`config.mk`:
```
export PLATFORM = sky130hd
export DESIGN_NAME = ysyx_24100029_icache
export DESIGN_NICKNAME = d
export VERILOG_FILES = /design/src/rtl/ysyx_24100029_icache_pkg.sv /design/src/rtl/ysyx_24100029_icache_array.sv /design/src/rtl/ysyx_24100029_icache.sv
export SDC_FILE = /design/constraint.sdc
export NUM_CORES = 2
export LEC_CHECK = 0
export ABC_CLOCK_PERIOD_IN_PS = 8750
export BUFFER_PORTS_ARGS = -buffer_cell sky130_fd_sc_hd__buf_2
export CORE_UTILIZATION = 30
export CTS_CLUSTER_SIZE = 24
export DETAILED_ROUTE_END_ITERATION = 8
export SKIP_LAST_GASP = 1
export SLEW_MARGIN = 20
export SYNTH_ARGS = -nofsm -noshare
export SYNTH_HDL_FRONTEND = slang
export SYNTH_SLANG_ARGS = --single-unit
```
`constraint.sdc`:
```
create_clock -name clock -period 8.75 [get_ports clock]
set_input_delay 1.75 -clock clock [delete_from_list [all_inputs] [get_ports clock]]
set_output_delay 1.75 -clock clock [all_outputs]
set_load 0.01 [all_outputs]
```
`src/rtl/ysyx_24100029_icache_pkg.sv`:
```
// Shared types and AXI encodings for the instruction cache.
package ysyx_24100029_icache_pkg;

    typedef enum logic [2:0] {
        IDLE,
        LOOKUP,
        MISS_REQ,
        REFILL,
        RESP
    } state_t;

    localparam logic [1:0] OKAY   = 2'b00;
    localparam logic [1:0] SLVERR = 2'b10;
    localparam logic [1:0] INCR   = 2'b01;
    localparam logic [2:0] SIZE4  = 3'b010;

endpackage

```
`src/rtl/ysyx_24100029_icache_array.sv`:
```
// Valid/tag/data flop storage: combinational lookup read, one-word refill write, line validate, flush-all.
// Only valid bits are reset; tags and data hold whatever was last written.
module ysyx_24100029_icache_array
    import ysyx_24100029_icache_pkg::*;
#(
    parameter int NUM_LINES  = 16,
    parameter int LINE_WORDS = 4,
    parameter int TAG_W      = 24,
    parameter int IDX_W      = $clog2(NUM_LINES),
    parameter int WSEL_W     = $clog2(LINE_WORDS)
) (
    input  logic              clock,
    input  logic              reset,
    input  logic              flush,
    input  logic [IDX_W-1:0]  rd_idx,
    input  logic [WSEL_W-1:0] rd_wsel,
    output logic              rd_valid,
    output logic [TAG_W-1:0]  rd_tag,
    output logic [31:0]       rd_word,
    input  logic              wr_en,
    input  logic [IDX_W-1:0]  wr_idx,
    input  logic [WSEL_W-1:0] wr_wsel,
    input  logic [31:0]       wr_data,
    input  logic              set_en,
    input  logic [TAG_W-1:0]  set_tag
);

    logic [NUM_LINES-1:0] valid_q;
    logic [TAG_W-1:0]     tag_q  [NUM_LINES];
    logic [31:0]          data_q [NUM_LINES][LINE_WORDS];

    always_ff @(posedge clock or posedge reset) begin
        if (reset) begin
            valid_q <= '0;
        end else if (flush) begin
            valid_q <= '0;
        end else if (set_en) begin
            valid_q[wr_idx] <= 1'b1;
        end
    end

    always_ff @(posedge clock) begin
        if (wr_en) begin
            data_q[wr_idx][wr_wsel] <= wr_data;
        end
        if (set_en) begin
            tag_q[wr_idx] <= set_tag;
        end
    end

    assign rd_valid = valid_q[rd_idx];
    assign rd_tag   = tag_q[rd_idx];
    assign rd_word  = data_q[rd_idx][rd_wsel];

endmodule

```
`src/rtl/ysyx_24100029_icache.sv`:
```
// Direct-mapped read-only I-cache: hit answers 2 cycles after AR, miss refills the line with one INCR burst.
// s_rvalid holds until s_rready; one fetch in flight. ICACHE_PERF_EN adds hit_cnt/miss_cnt outputs.
module ysyx_24100029_icache
    import ysyx_24100029_icache_pkg::*;
#(
    parameter int NUM_LINES  = 16,
    parameter int LINE_WORDS = 4
) (
    input  logic        clock,
    input  logic        reset,
    input  logic        fence_i,
    input  logic        s_arvalid,
    output logic        s_arready,
    input  logic [31:0] s_araddr,
    output logic        s_rvalid,
    input  logic        s_rready,
    output logic [31:0] s_rdata,
    output logic [1:0]  s_rresp,
    output logic        s_rlast,
    output logic        m_arvalid,
    input  logic        m_arready,
    output logic [31:0] m_araddr,
    output logic [3:0]  m_arid,
    output logic [7:0]  m_arlen,
    output logic [2:0]  m_arsize,
    output logic [1:0]  m_arburst,
    input  logic        m_rvalid,
    output logic        m_rready,
    input  logic [31:0] m_rdata,
    input  logic [1:0]  m_rresp,
    input  logic        m_rlast
`ifdef ICACHE_PERF_EN
    ,
    output logic [31:0] hit_cnt,
    output logic [31:0] miss_cnt
`endif
);

    localparam int WSEL_W = $clog2(LINE_WORDS);
    localparam int OFF    = WSEL_W + 2;
    localparam int IDX_W  = $clog2(NUM_LINES);
    localparam int TAG_W  = 32 - OFF - IDX_W;

    state_t             state;
    logic [31:2]        addr_q;
    logic [WSEL_W-1:0]  cnt;
    logic               err_q;
    logic               fence_pend;
    logic               arready_q;

    logic [IDX_W-1:0]   q_idx;
    logic [TAG_W-1:0]   q_tag;
    logic [WSEL_W-1:0]  q_wsel;
    logic               rd_valid;
    logic [TAG_W-1:0]   rd_tag;
    logic [31:0]        rd_word;
    logic               hit;
    logic               ar_hs;
    logic               flush;
    logic               beat;
    logic               beat_err;
    logic               set_en;
    logic               unused_ok;

    assign q_idx    = addr_q[OFF+IDX_W-1:OFF];
    assign q_tag    = addr_q[31:OFF+IDX_W];
    assign q_wsel   = addr_q[OFF-1:2];
    assign hit      = rd_valid && (rd_tag == q_tag);
    assign ar_hs    = s_arvalid && s_arready;
    assign flush    = (state == IDLE) && !ar_hs && (fence_i || fence_pend);
    assign beat     = (state == REFILL) && m_rvalid;
    assign beat_err = err_q || (m_rresp != OKAY);
    assign set_en   = beat && m_rlast && !beat_err;

    // Ready is gated by reset so it reads 0 in reset and 1 right after release.
    assign s_arready = arready_q && !reset;
    assign s_rlast   = s_rvalid;
    assign m_arid    = 4'd0;
    assign m_arlen   = 8'(LINE_WORDS - 1);
    assign m_arsize  = SIZE4;
    assign m_arburst = INCR;
    assign unused_ok = ^s_araddr[1:0];

    ysyx_24100029_icache_array #(
        .NUM_LINES  (NUM_LINES),
        .LINE_WORDS (LINE_WORDS),
        .TAG_W      (TAG_W)
    ) u_array (
        .clock    (clock),
        .reset    (reset),
        .flush    (flush),
        .rd_idx   (q_idx),
        .rd_wsel  (q_wsel),
        .rd_valid (rd_valid),
        .rd_tag   (rd_tag),
        .rd_word  (rd_word),
        .wr_en    (beat),
        .wr_idx   (q_idx),
        .wr_wsel  (cnt),
        .wr_data  (m_rdata),
        .set_en   (set_en),
        .set_tag  (q_tag)
    );

    always_ff @(posedge clock or posedge reset) begin
        if (reset) begin
            state      <= IDLE;
            arready_q  <= 1'b1;
            s_rvalid   <= 1'b0;
            s_rdata    <= '0;
            s_rresp    <= OKAY;
            m_arvalid  <= 1'b0;
            m_araddr   <= '0;
            m_rready   <= 1'b0;
            addr_q     <= '0;
            cnt        <= '0;
            err_q      <= 1'b0;
            fence_pend <= 1'b0;
        end else begin
            if (state != IDLE && fence_i) begin
                fence_pend <= 1'b1;
            end
            case (state)
                IDLE: begin
                    if (ar_hs) begin
                        addr_q    <= s_araddr[31:2];
                        arready_q <= 1'b0;
                        state     <= LOOKUP;
                        // A fence racing an accepted fetch is ordered after it.
                        if (fence_i) fence_pend <= 1'b1;
                    end else begin
                        fence_pend <= 1'b0;
                        arready_q  <= 1'b1;
                    end
                end
                LOOKUP: begin
                    if (hit) begin
                        s_rdata  <= rd_word;
                        s_rresp  <= OKAY;
                        s_rvalid <= 1'b1;
                        state    <= RESP;
                    end else begin
                        m_arvalid <= 1'b1;
                        m_araddr  <= {addr_q[31:OFF], {OFF{1'b0}}};
                        state     <= MISS_REQ;
                    end
                end
                MISS_REQ: begin
                    if (m_arready) begin
                        m_arvalid <= 1'b0;
                        m_rready  <= 1'b1;
                        cnt       <= '0;
                        err_q     <= 1'b0;
                        state     <= REFILL;
                    end
                end
                REFILL: begin
                    if (m_rvalid) begin
                        cnt <= cnt + 1'b1;
                        if (cnt == q_wsel) s_rdata <= m_rdata;
                        if (m_rresp != OKAY) err_q <= 1'b1;
                        if (m_rlast) begin
                            m_rready <= 1'b0;
                            s_rvalid <= 1'b1;
                            s_rresp  <= beat_err ? SLVERR : OKAY;
                            state    <= RESP;
                        end
                    end
                end
                RESP: begin
                    if (s_rready) begin
                        s_rvalid  <= 1'b0;
                        // A pending flush takes the first IDLE cycle with ready low.
                        arready_q <= !(fence_pend || fence_i);
                        state     <= IDLE;
                    end
                end
                default: state <= IDLE;
            endcase
        end
    end

`ifdef ICACHE_PERF_EN
    always_ff @(posedge clock or posedge reset) begin
        if (reset) begin
            hit_cnt  <= '0;
            miss_cnt <= '0;
        end else if (state == LOOKUP) begin
            if (hit) hit_cnt  <= hit_cnt + 32'd1;
            else     miss_cnt <= miss_cnt + 32'd1;
        end
    end
`endif

endmodule

```
After elaboration in Yosys (flattened, before gate mapping)
Memories as Yosys holds them, arrays and structs flattened.
Index checks and enable logic that the tools add are counted.

word-level totals
  memories kept = 2
  word-level logic and storage cells = 133
  bits of input ports = 74
  register bits after elaboration = 119
  bits in writable memories = 2432
  output and inout bits = 88

memories
  name            depth  bits a word  read ports  clocked after memory_dff  write ports  RTL line                          source
  u_array.data_q  16     128          1           0                         1            ysyx_24100029_icache_array.sv:30  logic [31:0] data_q [NUM_LINES][LINE_WORDS];
  u_array.tag_q   16     24           1           0                         1            ysyx_24100029_icache_array.sv:29  logic [TAG_W-1:0] tag_q [NUM_LINES];

operators by class
  mux-type cells = 56
  equality and inequality tests = 15
  add/sub/neg operators = 1
  bitwise gates (word level) = 4
  order comparisons = 5
  reduce and logical (&&, ||, !) cells = 37

operators by type and width
  kind                count
  $mux 32             6
  $mux 128            1
  $bmux 32 s2         1
  $demux 32 s2        1
  $pmux 32 s2         1
  $mux 16             2
  $eq 24x24->1        1
  $mux 1              22
  $mux 3              6
  $or 16x16->16       1
  $reduce_and 4->1    4
  $pmux 3 s5          1
  $ne 2x2->1 const B  7
  $mux 2              6
  $reduce_bool 2->1   6
  $logic_and 1x1->1   11
  $reduce_and 5->1    2
  $pmux 1 s2          4
  $pmux 2 s2          2
  $eq 3x2->1 const B  2
  $ge 3x3->1 const B  2
  $not 2->3           2
  $reduce_and 2->1    3
  $reduce_and 3->1    2
  other kinds (16)    22

Depth between registers and ports, before layout
  depth in word-level cells = 7
  mapped depth = 16
  mapped depth without buffers = 8

Modules after synthesis
A second synthesis with hierarchy kept.

unflattened totals
  cell total of the unflattened synthesis = 4329
  area total of the unflattened synthesis = 98040.3 µm²

modules (own cells, without submodules)
  module                      area an instance (µm²)  cells each  sequential area each (µm²)  instances
  ysyx_24100029_icache_array  93004.2                 3960        73430.4                     1
  ysyx_24100029_icache        5036.1                  369         2553.7                      1

Least setup slack after synthesis
Ideal clock, no wire load.

  kind = register to register
  from = register addr_q[7] (netlist name)
  to = memory u_array.data_q[10][0] (netlist name) (enable)
  slack = 4508 ps
  data arrival time = 3821 ps
  period minus slack after synthesis = 4242 ps
  library setup time = 421 ps
  cell stages (with the launch flop) = 12
  required time = 8329 ps
  buffers on the path = 8
  cells stage by stage = dfrtp_1 clkbuf_1 buf_4 buf_2 buf_2 buf_2 buf_2 nor2b_1 clkbuf_1 clkbuf_1 nand2_1 nor2_1

RTL lines
  what                    RTL line                          source
  from (decl)             ysyx_24100029_icache.sv:45        logic [31:2] addr_q;
  from (signal assigned)  ysyx_24100029_icache.sv:126       addr_q <= s_araddr[31:2];
  to (decl)               ysyx_24100029_icache_array.sv:30

Straight into the memory's write port.

Final worst setup path
  from = register addr_q[7] (netlist name)
  to = register s_rdata[26]

between the ends
  longest elaborated chain between the ends = 6
  elaborated cells on any way between the ends = 13
  classes of those cells = eq/ne (2); mux (7); reduce/logical (2); memory (2)

ends and longest elaborated chain
  what                                         RTL line                          source
  $mem_v2 16x128                               n/a
  $bmux 32 s2                                  ysyx_24100029_icache_array.sv:53  assign rd_word = data_q[rd_idx][rd_wsel];
  $mux 32 (not written as such) (2 in series)  ysyx_24100029_icache_array.sv:53
  $mux 32                                      ysyx_24100029_icache.sv:137       if (hit) begin
  $pmux 32 s2                                  ysyx_24100029_icache.sv:123       case (state)
  to (signal assigned)                         ysyx_24100029_icache.sv:138       s_rdata <= rd_word;
  to (signal assigned)                         ysyx_24100029_icache.sv:160       if (cnt == q_wsel) s_rdata <= m_rdata;
  to (decl)                                    ysyx_24100029_icache.sv:17        output logic [31:0] s_rdata,

Parallel ways exist; a longest one is shown, timed or not. The select of a mux whose other input is x is not followed.
A chain may end at the register's enable or synchronous reset.

==> results by group <==
Route
  – Total wire length: 263 mm
  – Post-DRT Antenna Nets: 0
  – Wire length per cell: 27.9 µm
  – DRT Pass-1 Iters: 6
  – Via count: 48700
  – DR iter-0 viols: roughly 5500
  – Drt drc: 0
  – Vias per Instance: just over 5

Pwr
  – Net Switching: around 11000 µW
  – Switching Share: 0.306
  – Internal: approximately 24000 µW
  – PwrDens: approximately 310 nW/µm²
  – Max VDD drop: ~290 µV
  – Clk pwr share: 0.314
  – Comb pwr share: 0.269
  – Flop pwr share: 0.417
  – Leakage power: approximately 0.035 µW

Timing
  – Worst Tran Pin Value: 1.16 ns
  – TNS Setup: 0 ns
  – Endpoints failing setup: 0
  – Max-slew violation count: 0
  – Rel. slew slack: 0.217
  – Final setup skew: about 0.069 ns
  – Post-layout min period: approximately 5.6 ns
  – Crit share post-route: 0.637
  – Final hold violations: 0
  – Fmax: between 0.15 and 0.2 GHz
  – Unrepaired setup endpoints after global routing: no

Worst setup path
  – R2R depth: 10
  – Kind of end point of the critical path: register
  – Timing endpoint of the critical path: s_rdata[26]
  – Endpoint of the worst-slack reg-to-reg timing path: s_rdata[26]
  – Max FO, Critical Path: 93
  – R2R Setup Slk: about 3.2 ns
  – Startpoint Class: register
  – Crit Path Class: reg -> reg
  – CP Data Required Time: 9.50 ns
  – RR Startpoint: addr_q[7]
  – Worst setup path startpoint: addr_q[7]
  – Critical path arrival: between 6 and 7 ns

Synth
  – Top-count cell post-synth: edfxtp_1
  – Asr flop ratio synth: 0.0463
  – Synth Area per Inst: between 20 and 25 µm²
  – Commonest cells post-synth: 2432 x edfxtp_1, 567 x mux4_2, 162 x mux2i_1, 140 x a22oi_1, 131 x nor2_1
  – Post-synth EDFFs: between 2000 and 2500
  – Synth Cell Area: slightly below 100000 µm²
  – Sequential share of the synthesized area: 0.774
  – Main flop type after synthesis: edfxtp_1
  – Yosys warnings: 0
  – Synth area leaders: edfxtp_1 74%, mux4_2 13%, dfrtp_1 3.0%
  – Largest area contributor in the netlist: edfxtp_1
  – FF+latch count, synth: 2550
  – Gate Count Post-Synth: roughly 4600
  – Distinct cells, synth: just over 70
  – Post-synth top area share: 0.744

Global routing
  – Initial antenna violation count: 14
  – Tot GR Track Use: 0.156
  – Number of global-route vias before repair: ~50000
  – First-pass GRT wire length: between 300 and 400 mm
  – Total global routing overflow: 0
  – Pin count of the biggest net entering global routing: between 100 and 150

Die
  – Chip height: around 570 µm
  – Die X: 574 µm
  – Die Area: roughly 330000 µm²
  – Core Footprint: around 330000 µm²
  – Row count: between 200 and 250
  – Initial core utilization: 0.302
  – Io pins: approximately 160

Clock network
  – Clock sinks: 2550
  – TritonCTS clock tree: done
  – Worst-Skew Late Latency: 0.91 ns
  – Inserted Clock Buffers: about 280
  – Root Driver: clkbuf_16
  – CTS resizes: 0
  – CTS clk-pin slew, worst paths: roughly 0.06 ns
  – CTS H-Tree Depth: 5
  – Hold_buf cts: 0
  – Post-CTS Setup Bufs: 0
  – Clock tree buffer depth: 4

Place
  – Post-DP HPWL: between 100 and 150 mm
  – RePlAce Congestion: approximately 0.78
  – # port buffers: 137
  – Area after DPL: around 110000 µm²

Cells and area
  – Share of post-route cells with drive strength above 1: 0.281
  – P&R area growth vs syn: 15.8%
  – Final Cell Area: 114000 µm²
  – Final #Nets: about 5000

Run status
  – Outcome: complete, no violations

Min path
  – Hold path depth: 1
  – Worst hold path class: reg -> reg

Job
  – Max-cap violations: 0
[worst max-delay path: stages, from the launching register on]
cell,delay [ns]
dfrtp_4,1.06
buf_12,0.54
nor2_1,0.39
a22oi_1,0.30
a21oi_1,0.14
o311ai_0,0.38
o221ai_1,0.16
or4_2,0.91
buf_4,0.40
o41ai_1,0.84
a21oi_1,0.08
[state kept, by name, summed over array words and instances, names as in the netlist]
| name | flops |
|---|---|
| m_araddr | 28 |
| addr_q | 30 |
| u_array.data_q | 2048 |
| u_array.tag_q | 384 |
| u_array.valid_q | 16 |
| state | 3 |
| s_rlast | 1 |
| arready_q | 1 |
| err_q | 1 |
| m_rready | 1 |
| cnt | 2 |
| s_rdata | 32 |
| s_rresp | 1 |
| fence_pend | 1 |
| m_arvalid | 1 |
[per-layer routing]
metal / global-route usage / vias to the layer above / wire length (µm)
met5: 0 / - / 27
met4: 0.0520 / 4 / 8380
met3: 0.0291 / 409 / 19800
met2: 0.258 / 2081 / 129000
met1: 0.206 / 26200 / 106000
li1: - / 20000 / -
[how the worst min path moves through the flow]
| stage | endpoint | start | slack [ns] |
|---|---|---|---|
| 4_1_cts | u_array.valid_q[11] | u_array.valid_q[11] | 0.49 |
| 2_1_floorplan | u_array.valid_q[14] | u_array.valid_q[14] | 0.46 |
| 6_report | u_array.valid_q[11] | u_array.valid_q[11] | 0.49 |
| 3_3_place_gp | u_array.valid_q[9] | u_array.valid_q[9] | 0.47 |
| 3_5_place_dp | u_array.valid_q[11] | u_array.valid_q[11] | 0.47 |
| 5_1_grt | u_array.valid_q[1] | u_array.valid_q[1] | 0.50 |
[final cells by class]
type / count / area [µm²]
Timing Repair Buffer: 327 / 2260
Clock buffer: 364 / 7540
Antenna cell: 12 / 30.0
Fill cell: 29800 / 211000
Clock inverter: 103 / 802
Sequential cell: 2550 / 76000
Tap cell: 4325 / 5410
Inverter: 19 / 76.3
Multi-Input combinational cell: 1733 / 21600
[cell usage in the layout, fill, tap and decap left out, types with 6 or more instances in the layout]
cell type  synthesis  layout
edfxtp_1        2432    2432
mux4_2           567     567
clkbuf_16          0     283
buf_4             34     178
mux2i_1          162     162
a22oi_1          140     140
buf_2             74     137
nand2_1          113     113
dfrtp_1          117     113
a21oi_1           96      96
o22ai_1           91      91
nor2_4             0      82
clkbuf_1         123      66
mux2_2            59      59
nor2_1           131      48
clkinv_1           1      45
clkinv_2           0      35
o211ai_1          33      33
o41ai_1           32      32
nand4_1           26      26
xnor2_1           22      22
nand3_1           25      22
a2111oi_0         31      22
conb_1             2      22
o21a_1            17      17
inv_1             17      16
nor4_1            25      15
and3_1            15      15
o21ai_0           15      15
clkbuf_8           0      15
diode_2            0      12
a311oi_1          12      12
buf_12             0      12
xor2_1            11      11
bufinv_16          0      11
nor4_2             0      10
inv_6              0       7
and2_1             7       6
a22o_1             7       6
[cell families after synthesis]
family	after synthesis	share of synthesized area
adders and majority gates	4	0.000510
muxes	793	0.154
DFF	2550	0.774
buffers and inverters	317	0.0151
xor gates and xnor gates	33	0.00294
other	2	0.0000765
and+or+nand+nor	377	0.0178
AOI/OAI and AO/OA	504	0.0360
[power groups by stage]
stage                     clock network (µW)  logic, µW  registers, µW
final                                  10900       9350          14500
after global routing                   11600       9810          14600
after CTS                              11100       9410          14500
after detailed placement                   0       9370          14800
after global placement                     0       9320          14700
after floorplan                            0       6080          14500
[per-stage QoR]
step,cells,hold slack (ns),setup slack (ns),total power [µW],util
2_1_floorplan,4600,0.459,3.87,20600,-
3_3_place_gp,8952,0.468,3.01,24000,0.324
3_5_place_dp,8953,0.475,3.26,24100,0.324
4_1_cts,9420,0.487,3.21,35000,0.350
5_1_grt,9424,0.502,2.96,35900,0.350
6_report,9433,0.487,3.18,34800,0.350
Note: power is estimated with default switching activity, not from simulation.
